$ cat src/rtl/bus_arbiter_pkg.sv
// bus_arbiter_pkg
// Shared types and helpers for the round-robin bus arbiter.
//   arb_state_e : 2-bit owner state (IDLE / OWN / TURN)
//   hold_cnt_w  : width of the hold counter for a given MAX_HOLD
package bus_arbiter_pkg;

  typedef enum logic [1:0] {
    ST_IDLE = 2'b00,
    ST_OWN  = 2'b01,
    ST_TURN = 2'b10
  } arb_state_e;

  // clog2(MAX_HOLD+1), never narrower than one bit (MAX_HOLD = 0 means unlimited).
  function automatic int hold_cnt_w(input int max_hold);
    if (max_hold <= 0) return 1;
    return $clog2(max_hold + 1);
  endfunction

endpackage

$ cat src/rtl/bus_arbiter_decoder.sv
// bus_arbiter_decoder
// Binary-to-one-hot decoder with enable.
//   S  : binary select
//   EN : output enable; Y is all-zero when low
//   Y  : one-hot output
module bus_arbiter_decoder #(
  parameter int WIDTH = 3
) (
  input  logic [WIDTH-1:0]    S,
  input  logic                EN,
  output logic [2**WIDTH-1:0] Y
);

  always_comb begin
    Y = '0;
    if (EN) Y[S] = 1'b1;
  end

endmodule

$ cat src/rtl/bus_arbiter_rr_pick.sv
// bus_arbiter_rr_pick
// Combinational rotate-priority finder: returns the first asserted request
// searching PTR, PTR+1, ... modulo 2**WIDTH.
//   REQ   : request vector
//   PTR   : index with highest priority
//   IDX   : winning index (valid only when VALID)
//   VALID : at least one request asserted
module bus_arbiter_rr_pick #(
  parameter int WIDTH = 3
) (
  input  logic [2**WIDTH-1:0] REQ,
  input  logic [WIDTH-1:0]    PTR,
  output logic [WIDTH-1:0]    IDX,
  output logic                VALID
);

  localparam int N = 2**WIDTH;

  logic [WIDTH-1:0] cand;

  always_comb begin
    IDX   = PTR;
    VALID = 1'b0;
    cand  = '0;
    for (int i = 0; i < N; i++) begin
      // Natural WIDTH-bit overflow gives the N-1 -> 0 wrap.
      cand = PTR + WIDTH'(i);
      if (!VALID && REQ[cand]) begin
        IDX   = cand;
        VALID = 1'b1;
      end
    end
  end

endmodule

$ cat src/rtl/bus_arbiter.sv
// bus_arbiter
// Round-robin arbiter for one shared internal bus with a one-cycle turnaround
// gap between owners and an optional maximum hold time.
//   CLK     : rising-edge clock
//   RST_N   : asynchronous active-low reset
//   REQ     : level request per requester, held until done
//   GNT     : one-hot grant, all-zero when no owner
//   GNT_IDX : index of current or last owner
//   BUSY    : high while a grant is active
module bus_arbiter
  import bus_arbiter_pkg::*;
#(
  parameter int WIDTH    = 3,
  parameter int MAX_HOLD = 8
) (
  input  logic                CLK,
  input  logic                RST_N,
  input  logic [2**WIDTH-1:0] REQ,
  output logic [2**WIDTH-1:0] GNT,
  output logic [WIDTH-1:0]    GNT_IDX,
  output logic                BUSY
);

  localparam int                HOLD_W   = hold_cnt_w(MAX_HOLD);
  localparam logic [HOLD_W-1:0] HOLD_MAX = HOLD_W'(MAX_HOLD);
  localparam logic [HOLD_W-1:0] HOLD_ONE = HOLD_W'(1);

  arb_state_e        state_q, state_d;
  logic [WIDTH-1:0]  gnt_idx_q, gnt_idx_d;
  logic [WIDTH-1:0]  ptr_q, ptr_d;
  logic [HOLD_W-1:0] hold_cnt_q, hold_cnt_d;

  logic [WIDTH-1:0]  pick_idx;
  logic              pick_vld;
  logic              hold_limit;
  logic              others_waiting;

  bus_arbiter_rr_pick #(.WIDTH(WIDTH)) u_pick (
    .REQ   (REQ),
    .PTR   (ptr_q),
    .IDX   (pick_idx),
    .VALID (pick_vld)
  );

  bus_arbiter_decoder #(.WIDTH(WIDTH)) u_dec (
    .S  (gnt_idx_q),
    .EN (state_q == ST_OWN),
    .Y  (GNT)
  );

  assign GNT_IDX = gnt_idx_q;
  assign BUSY    = (state_q == ST_OWN);

  // GNT is the owner's one-hot bit while in OWN, so masking it out of REQ
  // leaves exactly the competing requesters.
  assign others_waiting = |(REQ & ~GNT);
  assign hold_limit     = (MAX_HOLD != 0) && (hold_cnt_q == HOLD_MAX);

  always_comb begin
    state_d    = state_q;
    gnt_idx_d  = gnt_idx_q;
    ptr_d      = ptr_q;
    hold_cnt_d = hold_cnt_q;
    case (state_q)
      ST_IDLE, ST_TURN: begin
        if (pick_vld) begin
          state_d    = ST_OWN;
          gnt_idx_d  = pick_idx;
          hold_cnt_d = HOLD_ONE;
        end else begin
          state_d    = ST_IDLE;
        end
      end
      ST_OWN: begin
        if (!REQ[gnt_idx_q] || (hold_limit && others_waiting)) begin
          // Leaving the bus: the old owner becomes lowest priority.
          state_d = ST_TURN;
          ptr_d   = gnt_idx_q + WIDTH'(1);
        end else if ((MAX_HOLD != 0) && !hold_limit) begin
          hold_cnt_d = hold_cnt_q + HOLD_ONE;
        end
      end
      default: state_d = ST_IDLE;
    endcase
  end

  always_ff @(posedge CLK or negedge RST_N) begin
    if (!RST_N) begin
      state_q    <= ST_IDLE;
      gnt_idx_q  <= '0;
      ptr_q      <= '0;
      hold_cnt_q <= '0;
    end else begin
      state_q    <= state_d;
      gnt_idx_q  <= gnt_idx_d;
      ptr_q      <= ptr_d;
      hold_cnt_q <= hold_cnt_d;
    end
  end

endmodule

$ cat config.mk
export PLATFORM = sky130hd
export DESIGN_NAME = bus_arbiter
export DESIGN_NICKNAME = d
export VERILOG_FILES = /design/src/rtl/bus_arbiter_pkg.sv /design/src/rtl/bus_arbiter_decoder.sv /design/src/rtl/bus_arbiter_rr_pick.sv /design/src/rtl/bus_arbiter.sv
export SDC_FILE = /design/constraint.sdc
export NUM_CORES = 1
export LEC_CHECK = 0
export ABC_AREA = 0
export CAP_MARGIN = 20
export CELL_PAD_IN_SITES_DETAIL_PLACEMENT = 1
export CELL_PAD_IN_SITES_GLOBAL_PLACEMENT = 1
export CORE_ASPECT_RATIO = 1.4
export CORE_MARGIN = 2
export CORE_UTILIZATION = 35
export DETAILED_ROUTE_END_ITERATION = 7
export PLACE_DENSITY_LB_ADDON = 0.1
export SLEW_MARGIN = 30
export SYNTH_ARGS = -nofsm -noshare
export SYNTH_HDL_FRONTEND = slang
export SYNTH_SLANG_ARGS = --single-unit
$ cat constraint.sdc
create_clock -name CLK -period 3.07 [get_ports CLK]
set_clock_uncertainty 0.05 [all_clocks]
set_input_delay 0.7675 -clock CLK [delete_from_list [all_inputs] [get_ports CLK]]
set_output_delay 0.7675 -clock CLK [all_outputs]
set_load 0.01 [all_outputs]
==> results by group, run 1 <==
Clock tree
  – Clock Sinks: 12
  – CTS H-tree depth: 1
  – CTS Buf Count: 3
  – Clk slew on worst S/H paths: 0.05 ns
  – Post-CTS Hold Buffers: 0
  – CTS tree: built
  – Skew-Pair Late Insertion Delay: 0.23 ns
  – CTS Buffer Depth: 2
  – Root Buffer: clkbuf_8

Worst hold path
  – Worst hold start: hold_cnt_q[3]$_DFFE_PN0P_
  – Hold WC Path Type: reg2reg
  – Worst Hold Depth: 1

Setup path
  – CP Data Required Time: 3.14 ns
  – Worst r2r src: ptr_q[0]$_DFFE_PN0P_
  – Worst-path fanout max: 5
  – Critical path class: in2reg
  – Setup crit end kind: register
  – Startpoint types: primary input
  – CP startpoint: REQ[0]
  – Arrival time worst endpoint: 3.08 ns
  – Worst-path cell chain: clkdlybuf4s50_1, mux4_2, mux2i_1, a32o_2, nand3_2, or4b_1, o221a_2
  – Slowest CP cell: mux4_2
  – CP max stage delay: 0.58 ns
  – Register-to-Register Path Depth: 8

Global route
  – Initial antenna violation count: 0
  – Tot GR Track Use: 22.39%
  – Largest net degree at the start of global routing: 18
  – Total global routing overflow: 0
  – Via count of the first global-routing pass: 1764
  – First-pass GRT wire length: 8.956 mm

Yosys
  – Syn Nets: 191
  – Post-synth top cells: nand2_1 (15), dfrtp_1 (12), mux2i_1 (12)
  – Yosys cell types: 62
  – Post-synth EDFFs: 0
  – Yosys top cell by area: dfrtp_1
  – Post-Syn Area: 0.001652 mm2
  – Synthesized area per cell: 9.384 um2
  – Count leader, synth: nand2_1
  – Post-synthesis sequential area ratio: 18.18%
  – Largest cells by area after synthesis: dfrtp_1 (18%), mux4_2 (14%), mux2i_1 (7.3%)
  – Most used DFF post-synth: dfrtp_1
  – Synth async-reset ratio: 100.0%
  – YS warnings: 0
  – Cell count after synthesis: 176
  – Synth Register Bits: 12
  – Synth top area share: 18.18%

Finish
  – Filler Cell Count: 535
  – Share of cells above drive strength 1: 29.22%
  – Area growth, synth to finish: 30.45%
  – Fin util: 47.50%
  – Finished Cell Area: 0.002155 mm2
  – Fin nets: 236
  – ANT cells: 0

Route
  – Via/cell ratio: 5.879
  – Drt total wl: 5.548 mm
  – Antenna Nets Post-Route: 0
  – DR pass1 iterations: 4
  – DRC: 0
  – Initial detailed-routing violation count: 104
  – Vias: 1652
  – Routed wire per std cell: 19.74 um

Power
  – Power density over the cells: 1348 mW/mm2
  – Max VDD drop: 0.0006524 V
  – Pleak: 0.9237 nW

Floorplanning
  – Core region area: 0.004536 mm2
  – Num rows: 29
  – I/O pin total: 22
  – Height of the die: 85.28 um
  – Die area: 0.005292 mm2
  – Die W: 62.06 um
  – Initial Utilization: 36.41%

Timing
  – Final period utilization: 98.08%
  – Min Tclk post-route: 3.011 ns
  – Worst Tran Pin Value: 0.5398 ns
  – RSZ-0062 raised after global routing: no
  – Max-slew headroom: 63.90%
  – Max Clk Rate: 0.3321 GHz
  – Final setup violation count: 0
  – Count of pins over their slew limit: 0
  – TNS Setup: 0 ns
  – Endpoints failing hold: 0

Job
  – MaxCap Viol Count: 0

Placed design
  – Final GP Congestion: 0.8778
  – Port Buffers: 21
  – Area post-placement: 0.002098 mm2
  – Dpl hpwl: 4.405 mm

Status
  – Run status: complete, no violations
flip-flops by register name, indices dropped and copies added (netlist names):
signal / flops
ptr_q: 3
state_q: 2
hold_cnt_q: 4
GNT_IDX: 3
repair_timing:
item	in CTS	in global routing
buffers inserted	0	0
endpoints found under the setup margin	2	3
resized for setup	2	6
cell type report:
cell class              instances  area [um2]  area share, %
well taps                      62       77.57          3.600
inverters                       9       33.78          1.568
multi-input cells             143        1245          57.78
flip-flops and latches         12       300.3          13.94
clock buffers                   3       41.29          1.916
repair buffers                 52       456.7          21.20
where the power goes:
| group | total, W | switching [W] | internal, W |
|---|---|---|---|
| Sequential | 0.000358 | 0.000125 | 0.000233 |
| Combinational | 0.00241 | 0.00124 | 0.00117 |
| Clock | 0.000137 | 0.0000508 | 0.0000859 |
| Total | 0.00290 | 0.00141 | 0.00149 |
layout by cell type, fill, tap and decap left out, types with 7 or more instances in the layout:
cell type        instances
mux4_2                  10
o21ai_0                  8
mux2i_1                 12
dfrtp_1                 12
inv_1                    8
nor2_1                  11
clkdlybuf4s50_1         14
mux2_2                   7
nand2_1                 15
buf_4                   31
cell families after synthesis:
kind of cell,count (synthesis),share of synthesized area (%)
and+or+nand+nor,55,17.73
AOI/OAI and AO/OA,46,21.52
muxes,34,30.68
buffers and inverters,21,6.515
DFF,12,18.18
adders and majority gates,5,3.788
xor gates and xnor gates,3,1.591
per-stage QoR:
step,cells,setup slack [ns],power (W),hold WS [ns]
after floorplan,176,0.03691,0.001914,0.3948
after CTS,281,0.04062,0.002912,0.4455
after detailed placement,278,-0.2484,0.002748,0.4346
final,281,0.05901,0.002904,0.4379
after global placement,278,-0.1563,0.002693,0.4166
after global routing,281,0.002112,0.003135,0.4764
critical path: cells and delay by family:
family	cells	cell delay, ns
and+or+nand+nor	2	0.58
muxes	2	0.85
buffers and inverters	1	0.50
AOI/OAI and AO/OA	2	0.37
worst paths after layout:
| path | end | slack (ns) |
|---|---|---|
| min | hold_cnt_q[3]$_DFFE_PN0P_ | 0.44 |
| max reg2reg | GNT_IDX[1]$_DFFE_PN0P_ | 0.16 |
| max in group asynchronous | hold_cnt_q[0]$_DFFE_PN0P_ | 1.77 |
| min in group asynchronous | hold_cnt_q[3]$_DFFE_PN0P_ | 0.84 |
| max | GNT_IDX[1]$_DFFE_PN0P_ | 0.06 |
| min reg2reg | hold_cnt_q[3]$_DFFE_PN0P_ | 0.44 |
layer usage:
layer	global-route usage (%)	share of wire, %
met3	0.6098	1.1
met2	41.48	57
met4	4.062	0.90
met1	27.72	41
met5	0	0
No activity file was read; power rests on OpenSTA's default activity.
==> inputs of run 2 (changes only) <==
CORE_MARGIN = default   (was 2)
SYNTH_HIERARCHICAL = 1   (was default)
==> run 2 against run 1 <==
Effect of this change:
- sequential power grew 1%
- total power grew 12%
- global-route usage is 0.94 points higher
- clock power up 26%
- die area down 4.7%
- clock-buffer cell count is 1 higher
- critical path depth rose by 2
- cell area is 10% higher
- largest power group unchanged
==> results by group, run 2 <==
Timing
  – RSZ-0062 raised after global routing: yes
  – Endpoints failing hold: 0
  – Count of pins over their slew limit: 0
  – Worst hold slack: 0.4295 ns
  – Final period utilization: 98.61%
  – Worst Tran Pin Value: 0.5416 ns
  – Max Clk Rate: 0.3303 GHz
  – Max-slew headroom: 63.78%
  – Final setup violation count: 0
  – Min Tclk post-route: 3.027 ns

Yosys
  – Synth top area share: 18.02%
  – Most used DFF post-synth: dfrtp_1
  – Largest cells by area after synthesis: dfrtp_1 (18%), mux4_2 (18%), inv_1 (3.8%)
  – Synthesized area per cell: 9.634 um2
  – Yosys cell types: 50
  – Post-synth top cells: inv_1 (17), nand2_1 (17), mux4_2 (13)
  – Post-synth EDFFs: 0
  – Synth Register Bits: 12
  – Synth async-reset ratio: 100.0%
  – Post-Syn Area: 0.001667 mm2
  – Yosys top cell by area: dfrtp_1
  – Post-synthesis sequential area ratio: 18.02%
  – Cell count after synthesis: 173
  – Syn Nets: 188
  – YS warnings: 6

Setup path
  – Startpoint types: primary input
  – Critical path class: in2reg
  – Register-to-Register Path Depth: 10
  – CP startpoint: REQ[7]
  – Setup crit end: hold_cnt_q[0]$_DFFE_PN0P_
  – CP delay by family, top: simple AND/OR/NAND/NOR gates
  – Setup crit end kind: register
  – Slack of the worst reg-to-reg path: 0.05 ns
  – CP max stage delay: 0.50 ns
  – Slowest CP cell: mux4_2
  – Crit path buf inv count: 1
  – CP Data Required Time: 3.13 ns
  – Arrival time worst endpoint: 3.08 ns
  – Worst-path cell chain: clkdlybuf4s15_1, mux4_2, mux2_4, o32a_1, or3_4, nand2b_4, nor2b_4, nor3_2, a21oi_1
  – Worst-path fanout max: 5
  – Worst r2r src: ptr_q[1]$_DFFE_PN0P_
  – Reg2reg end: hold_cnt_q[0]$_DFFE_PN0P_
  – Crit path depth: 9

Job
  – MaxCap Viol Count: 0

Placed design
  – Final GP Congestion: 0.8131
  – Dpl hpwl: 4.278 mm
  – Port Buffers: 21

Route
  – Initial detailed-routing violation count: 58
  – Antenna Nets Post-Route: 0
  – DR pass1 iterations: 4
  – Drt total wl: 5.329 mm
  – Vias: 1638
  – DRC: 0
  – Routed wire per std cell: 18.13 um
  – Via/cell ratio: 5.571

Finish
  – Fin util: 52.25%
  – Fin nets: 248
  – Max reg flops: 4
  – Share of cells above drive strength 1: 41.38%
  – ANT cells: 0
  – Filler Cell Count: 537
  – Area growth, synth to finish: 42.19%
  – Commonest cells after routing, fill and taps aside: buf_4 (40), nand2_1 (17), inv_1 (15)
  – Biggest register: hold_cnt_q
  – Commonest non-fill, non-tap cell in the layout: buf_4

Floorplanning
  – Die W: 60.32 um
  – Num rows: 29
  – Die area: 0.005045 mm2
  – Initial Utilization: 36.74%
  – I/O pin total: 22
  – Height of the die: 83.65 um
  – Core region area: 0.004536 mm2

Clock tree
  – Post-CTS Hold Buffers: 0
  – CTS H-tree depth: 1
  – Skew-Pair Late Insertion Delay: 0.24 ns
  – Clock Sinks: 12
  – CTS Buf Count: 3
  – CTS Buffer Depth: 2
  – CTS tree: built
  – Clk slew on worst S/H paths: 0.05 ns
  – Root Buffer: clkbuf_8

Power
  – Max VDD drop: 0.0006366 V
  – Pleak: 1.023 nW
  – Power density over the cells: 1368 mW/mm2

Global route
  – Initial antenna violation count: 0
  – Largest net degree at the start of global routing: 14
  – Via count of the first global-routing pass: 1834
  – First-pass GRT wire length: 8.963 mm
  – Total global routing overflow: 0
  – Tot GR Track Use: 23.33%

Worst hold path
  – Hold WC Path Type: reg2reg

Status
  – Run status: complete, no violations
==> run 2: changes by cell type after synthesis, moves of 5 or more <==
cell	delta
o21ai_0	-5
a21oi_1	+5
inv_1	+9
nand2b_1	+5
nand3_1	-6
mux2i_1	-6
==> run 2: worst register-to-register path, stage by stage, from the launching register on <==
cell and delay, ns:
dfrtp_1 0.39, inv_4 0.05, ha_4 0.31, mux4_2 0.51, mux2_4 0.29, o32a_1 0.40
or3_4 0.38, nand2b_4 0.16, nor2b_4 0.14, nor3_2 0.15, a21oi_1 0.06
==> run 2: cells by family after synthesis <==
logic type	synth area share, %
simple gates	19.59
compound gates	20.57
mux	29.28
buf+inv	6.156
flops	18.02
xor+xnor	2.628
fa+ha+maj	3.754
==> run 2: final cells by class <==
cell class,count,area (um2),share of cell area [%]
multi-input cells,137,1333,56.23
well taps,62,77.57,3.273
clock buffers,4,55.05,2.323
inverters,17,66.31,2.798
flip-flops and latches,12,300.3,12.67
repair buffers,62,538.0,22.70
==> run 2: worst min path at each step <==
stage                                         start                         to  slack (ns)  depth (start not counted)
after global routing      hold_cnt_q[3]$_DFFE_PN0P_  hold_cnt_q[3]$_DFFE_PN0P_        0.44                          1
after global placement    hold_cnt_q[3]$_DFFE_PN0P_  hold_cnt_q[3]$_DFFE_PN0P_        0.42                          1
after floorplan           hold_cnt_q[3]$_DFFE_PN0P_  hold_cnt_q[3]$_DFFE_PN0P_        0.40                          1
final                     hold_cnt_q[3]$_DFFE_PN0P_  hold_cnt_q[3]$_DFFE_PN0P_        0.43                          1
after detailed placement  hold_cnt_q[3]$_DFFE_PN0P_  hold_cnt_q[3]$_DFFE_PN0P_        0.43                          1
after CTS                 hold_cnt_q[3]$_DFFE_PN0P_  hold_cnt_q[3]$_DFFE_PN0P_        0.44                          1
==> run 2: report_power, final <==
part           total [W]  switching (W)  internal, W  leakage, nW
clock           0.000173      0.0000595     0.000113       0.0288
sequential      0.000363       0.000133     0.000230        0.148
combinational    0.00271        0.00127      0.00144        0.846
total            0.00324        0.00146      0.00178         1.02
==> run 2: layer usage <==
metal	global-route usage [%]	wire, um	part of all wire (%)
met4	6.977	121	2.3
met3	2.171	113	2.1
met5	0	0	0
met2	42.86	3153	59
met1	27.07	1940	36
==> run 2: repair_timing <==
item | 4_1_cts | 5_1_grt
pin swaps | 4 | 2
buffers inserted | 4 | 2
gates resized for setup | 28 | 3
gates cloned | 0 | 0
setup endpoints to repair | 8 | 8
==> run 2: metrics by stage <==
step / instances / instance area, um2 / total power, W / setup slack [ns] / TNS, ns
2_1_floorplan: 173 / 1710 / 0.001997 / 0.009021 / 0
3_3_place_gp: 284 / 2212 / 0.002787 / -0.5216 / -3.699
3_5_place_dp: 284 / 2212 / 0.002862 / -0.5417 / -3.859
4_1_cts: 292 / 2341 / 0.003198 / 0.001629 / 0
5_1_grt: 294 / 2370 / 0.003505 / -0.03605 / -0.08954
6_report: 294 / 2370 / 0.003243 / 0.04278 / 0
